File: config.mk
export PLATFORM = sky130hd
export DESIGN_NAME = uart_tx_fifo
export DESIGN_NICKNAME = d
export VERILOG_FILES = /design/src/rtl/uart_tx_fifo.sv
export SDC_FILE = /design/constraint.sdc
export NUM_CORES = 1
export LEC_CHECK = 0
export ABC_AREA = 1
export CORE_ASPECT_RATIO = 0.7
export CORE_UTILIZATION = 54
export CTS_CLUSTER_SIZE = 8
export DETAILED_ROUTE_END_ITERATION = 7
export PLACE_DENSITY = 0.79
export SLEW_MARGIN = 40
export SYNTH_ARGS = -nofsm -noshare
export SYNTH_HDL_FRONTEND = slang
export SYNTH_SLANG_ARGS = --single-unit
export TNS_END_PERCENT = 100
File: constraint.sdc
create_clock -name SCLK -period 2.6 [get_ports SCLK]
set_clock_uncertainty 0.1 [all_clocks]
set_input_delay 0.65 -clock SCLK [delete_from_list [all_inputs] [get_ports SCLK]]
set_output_delay 0.65 -clock SCLK [all_outputs]
set_load 0.05 [all_outputs]
File: src/rtl/uart_tx_fifo.sv
// Byte FIFO feeding a UART transmitter: circular buffer plus a four-state sender
// that hands one byte at a time to the transmitter using a TX_EN / TX_DONE handshake.
module uart_tx_fifo #(
  parameter int DEPTH = 16,
  parameter int AW    = 4
) (
  input  logic          SCLK,
  input  logic          SCLR,
  input  logic          WR_EN,
  input  logic [7:0]    WR_DATA,
  input  logic          FLUSH,
  input  logic          CLR_OVR,
  input  logic          TX_DONE,
  output logic          TX_EN,
  output logic [7:0]    TX_DATA,
  output logic          FULL,
  output logic          EMPTY,
  output logic [AW:0]   COUNT,
  output logic          BUSY,
  output logic          OVERRUN
);

  typedef enum logic [1:0] {IDLE, LOAD, REQ, WAIT_LOW} state_e;

  state_e        state_q, state_d;
  logic [7:0]    mem_q [DEPTH];
  logic [AW-1:0] wptr_q, wptr_d, rptr_q, rptr_d;
  logic [AW:0]   count_q, count_d;
  logic          full_q, full_d, empty_q, empty_d;
  logic          ovr_q, ovr_d;
  logic [7:0]    txd_q, txd_d;
  logic          done_q;
  logic          pop, wr_ok, done_rise;

  // A pop frees a slot in the same cycle, so a write while full is still taken.
  assign pop       = (state_q == LOAD) && !FLUSH;
  assign wr_ok     = WR_EN && !FLUSH && (!full_q || pop);
  assign done_rise = TX_DONE && !done_q;

  always_comb begin
    wptr_d  = wptr_q;
    rptr_d  = rptr_q;
    count_d = count_q;
    ovr_d   = ovr_q;
    txd_d   = txd_q;
    if (CLR_OVR) ovr_d = 1'b0;
    if (WR_EN && !FLUSH && full_q && !pop) ovr_d = 1'b1;
    if (FLUSH) begin
      rptr_d  = wptr_q;
      count_d = '0;
    end else begin
      if (wr_ok) wptr_d = wptr_q + AW'(1);
      if (pop) begin
        rptr_d = rptr_q + AW'(1);
        txd_d  = mem_q[rptr_q];
      end
      count_d = count_q + (AW+1)'(wr_ok) - (AW+1)'(pop);
    end
    full_d  = (count_d == (AW+1)'(DEPTH));
    empty_d = (count_d == '0);
  end

  always_comb begin
    state_d = state_q;
    TX_EN   = 1'b0;
    BUSY    = 1'b0;
    unique case (state_q)
      IDLE:     if (!empty_q && !FLUSH) state_d = LOAD;
      LOAD:     state_d = FLUSH ? IDLE : REQ;
      REQ: begin
        TX_EN = 1'b1;
        BUSY  = 1'b1;
        if (done_rise) state_d = WAIT_LOW;
      end
      WAIT_LOW: begin
        BUSY = 1'b1;
        if (!TX_DONE) state_d = IDLE;
      end
      default:  state_d = IDLE;
    endcase
  end

  always_ff @(posedge SCLK or posedge SCLR) begin
    if (SCLR) begin
      state_q <= IDLE;
      wptr_q  <= '0;
      rptr_q  <= '0;
      count_q <= '0;
      full_q  <= 1'b0;
      empty_q <= 1'b1;
      ovr_q   <= 1'b0;
      txd_q   <= 8'h00;
      done_q  <= 1'b0;
    end else begin
      state_q <= state_d;
      wptr_q  <= wptr_d;
      rptr_q  <= rptr_d;
      count_q <= count_d;
      full_q  <= full_d;
      empty_q <= empty_d;
      ovr_q   <= ovr_d;
      txd_q   <= txd_d;
      done_q  <= TX_DONE;
    end
  end

  // Buffer contents survive reset; only the pointers define what is valid.
  always_ff @(posedge SCLK) begin
    if (wr_ok) mem_q[wptr_q] <= WR_DATA;
  end

  assign TX_DATA = txd_q;
  assign FULL    = full_q;
  assign EMPTY   = empty_q;
  assign COUNT   = count_q;
  assign OVERRUN = ovr_q;

endmodule

==> flow_summary.ini <==
[logic_synthesis]
synth_top_family_by_area = simple AND/OR/NAND/NOR gates
synth_seq_cells = 155
yosysMostFrequentCell = nand2_1
muxShareOfSynthArea = 0
syn-num-nets = 677
synthesis.area_per_instance_sq_um = 10.38
synth_top_cell_area_share = 0.5682
ys_warn_count = 0
synthXorXnorAreaFrac = 0.006473
synth_adder_area_share = 0.02145
synthSimpleGateAreaFrac = 0.2199
ys_top_cells_by_area = edfxtp_1, nand2_1, dfrtp_1, nand3_1, inv_1
async_reset_ff_frac = 0.1742
synth_top_flop_cell = edfxtp_1
synth_area_leader_cell = edfxtp_1
synth.cell_area_sq_um = 6765
synth_cells = 652
synth_common_cells = nand2_1, edfxtp_1, nand3_1
synth.distinct_cells = 29
synth_edf_count = 128
synth_compound_gate_area_share = 0.01554
synth-seq-area-share = 0.6682

[setup_path]
end_kind = output pin
start_kind = flip-flop
cp_max_fo = 2
path_cells = clkdlybuf4s50_1
cp_slowest_cell = clkdlybuf4s50_1
crit_family = buffers and inverters
r2r_cells = 15
path_buf_inv = 1
cp.required_ns = 1.85
reg2reg_to = EMPTY
r2r_setup_slack_ns = 0.10
critPathMaxStageDelay_ns = 0.80
crit_arrival_ns = 1.76
crit_type = reg -> out

[final_layout]
diodes = 0
fillCellCount = 832
drive_gt1_frac = 0.1421
num-nets-final = 744
stdcell_area_sq_um = 8147
synthToLayoutAreaGrowth_pct = 20.42
instances_no_fill = 889

[global_route]
grt_use_total = 0.2531
antenna_found_initial = 0
first_global_vias = 4589
grt_max_degree = 73
grt_overflow = 0
grt_pass1_wl_mm = 23.92

[detailed_routing]
drtIter0Drc = 519
viasPerCell = 5.354
final_antenna_net_count = 0
wl_per_cell_microns = 17.14
drc_errors = 0
vias = 4760
first_pass_iters = 7
drt-total-wl_mm = 15.24

[floorplanning]
die_w_microns = 135.8
fp.dieArea_sq_um = 12990
core-area_sq_um = 11970
boundaryPins = 32
start_util = 0.5650
fp.dieH_microns = 95.65
fp-row-count = 33

[timing]
worst_slack_ns = 0.09187
slew-limit-headroom = 0.4975
worst_pin_slew_ns = 0.7538
final.period_utilization = 0.9647
setup_viol = 0
fmax_ghz = 0.3987
hold_viol_final = 0
min_period_ns = 2.508
whs_ns = 0.3905
maxSlewViolCount = 0

[cts]
numCtsBuffers = 17
clk_latency_ns = 0.42
cts_buffer_depth = 2
htree_levels = 4
clk_pin_slew_ns = 0.06
postCtsHoldBufs = 0
cts_tree = yes
cts.sinks = 155
clockRootBuffer = clkbuf_16

[power]
p_per_area_nw_per_um2 = 1112
p_clk_frac = 0.278
comb_power_share = 0.369
p_seq_frac = 0.353
total_power_mw = 9.057
p_switching_mw = 3.446
p_leak_nw = 3.492
p_int_mw = 5.611
peakVddDrop_mv = 0.7615
switching_share = 0.3805

[outcome]
outcome = completed

[worst_hold_path]
whs_path_depth = 2
hold_class = reg -> reg
holdPathEnd = TX_DATA[6]
hp-start = TX_DATA[6]

[place]
globalplace.congestion = 0.8659
place_hpwl_mm = 9.733
port_buffers = 31
dpl_cell_area_sq_um = 7487
dp.cells = 853
dp_slack_ns = -0.6064

[job]
max_cap_violations = 0
how the worst max path moves through the flow:
| stage | from | to | slack, ns | cells past startpoint |
|---|---|---|---|---|
| after floorplan | FLUSH | FULL | -0.02 | 18 |
| after global placement | FLUSH | FULL | -0.53 | 16 |
| after detailed placement | FLUSH | FULL | -0.61 | 16 |
| after CTS | WR_EN | FULL | 0.0006 | 15 |
| after global routing | flip-flop | FULL | -0.03 | 18 |
| final | EMPTY | EMPTY | 0.09 | 1 |
placed cells by master (no fill, tap or decap), drive strengths merged:
master         instances
nand2                228
edfxtp               128
nand3                 92
inv                   84
buf                   45
nor2                  30
clkdlybuf4s50         28
dfrtp                 26
clkbuf                20
ha                    10
clkinv                 6
o21ai                  5
o221ai                 4
xor2                   4
or2                    4
a21oi                  4
bufinv                 3
clkinvlp               2
dfstp                  1
a21boi                 1
xnor2                  1
nand3b                 1
o22ai                  1
nand4                  1
fa                     1
dlymetal6s2s           1
dlygate4sd2            1
state kept, by name (all words and copies together), names as in the netlist, named ones only:
register	count
EMPTY	1
state_q	1
OVERRUN	1
TX_DATA	8
wptr_q	4
FULL	1
rptr_q	4
mem_q	128
COUNT	5
done_q	1
power groups by stage:
stage          clock [mW]  combinational [mW]  sequential [mW]
6_report             2.52                3.34             3.19
5_1_grt              2.63                3.66             3.22
4_1_cts              2.53                3.28             3.18
3_5_place_dp            0                3.19             3.23
3_3_place_gp            0                3.10             3.21
2_1_floorplan           0                2.00             3.49
worst reg2reg max path, cell delays in order (launching register included):
cell	delay, ns
dfrtp_1	0.43
inv_2	0.12
nand3_4	0.10
a21oi_4	0.17
inv_2	0.07
ha_4	0.21
inv_2	0.06
ha_4	0.13
inv_2	0.04
fa_2	0.55
nor2_4	0.05
nor2_2	0.11
o21ai_2	0.08
inv_1	0.07
nand2_2	0.06
nor2_2	0.10
routing by layer:
| metal | track usage | vias up | wire (microns) |
|---|---|---|---|
| li1 | - | 2264 | - |
| met1 | 0.3539 | 2310 | 6769 |
| met2 | 0.3984 | 166 | 7286 |
| met3 | 0.04838 | 20 | 1014 |
| met4 | 0.08895 | 0 | 170 |
| met5 | 0 | - | 0 |
area by class of cell:
cell class                      count  area (sq um)  share of cell area
Clock buffer                       19         442.9             0.05437
Clock inverter                     13         166.4             0.02043
Inverter                           82         320.3             0.03932
Multi-Input combinational cell    387          1842              0.2261
Sequential cell                   155          4522              0.5551
Tap cell                          157         196.4             0.02411
Timing Repair Buffer               76         656.9             0.08063
kinds of logic (layout without fill, tap and decap cells):
logic type | Yosys count | in the layout
compound gates | 15 | 15
xor+xnor | 5 | 5
fa+ha+maj | 11 | 11
buf+inv | 110 | 190
flops | 155 | 155
simple gates | 356 | 356
through the flow:
stage	util	TNS, ns
finish	0.6804	0
global route	0.6804	-0.02860
CTS	0.6776	0
detailed placement	0.6253	-3.154
global placement	0.6253	-2.359
floorplan	-	-0.01754
timing repair:
action | in CTS | in global routing
pin swaps | 2 | 6
buffers inserted | 1 | 3
endpoints found under the setup margin | 4 | 2
gates resized for setup | 7 | 8
No activity file was read; power rests on OpenSTA's default activity.
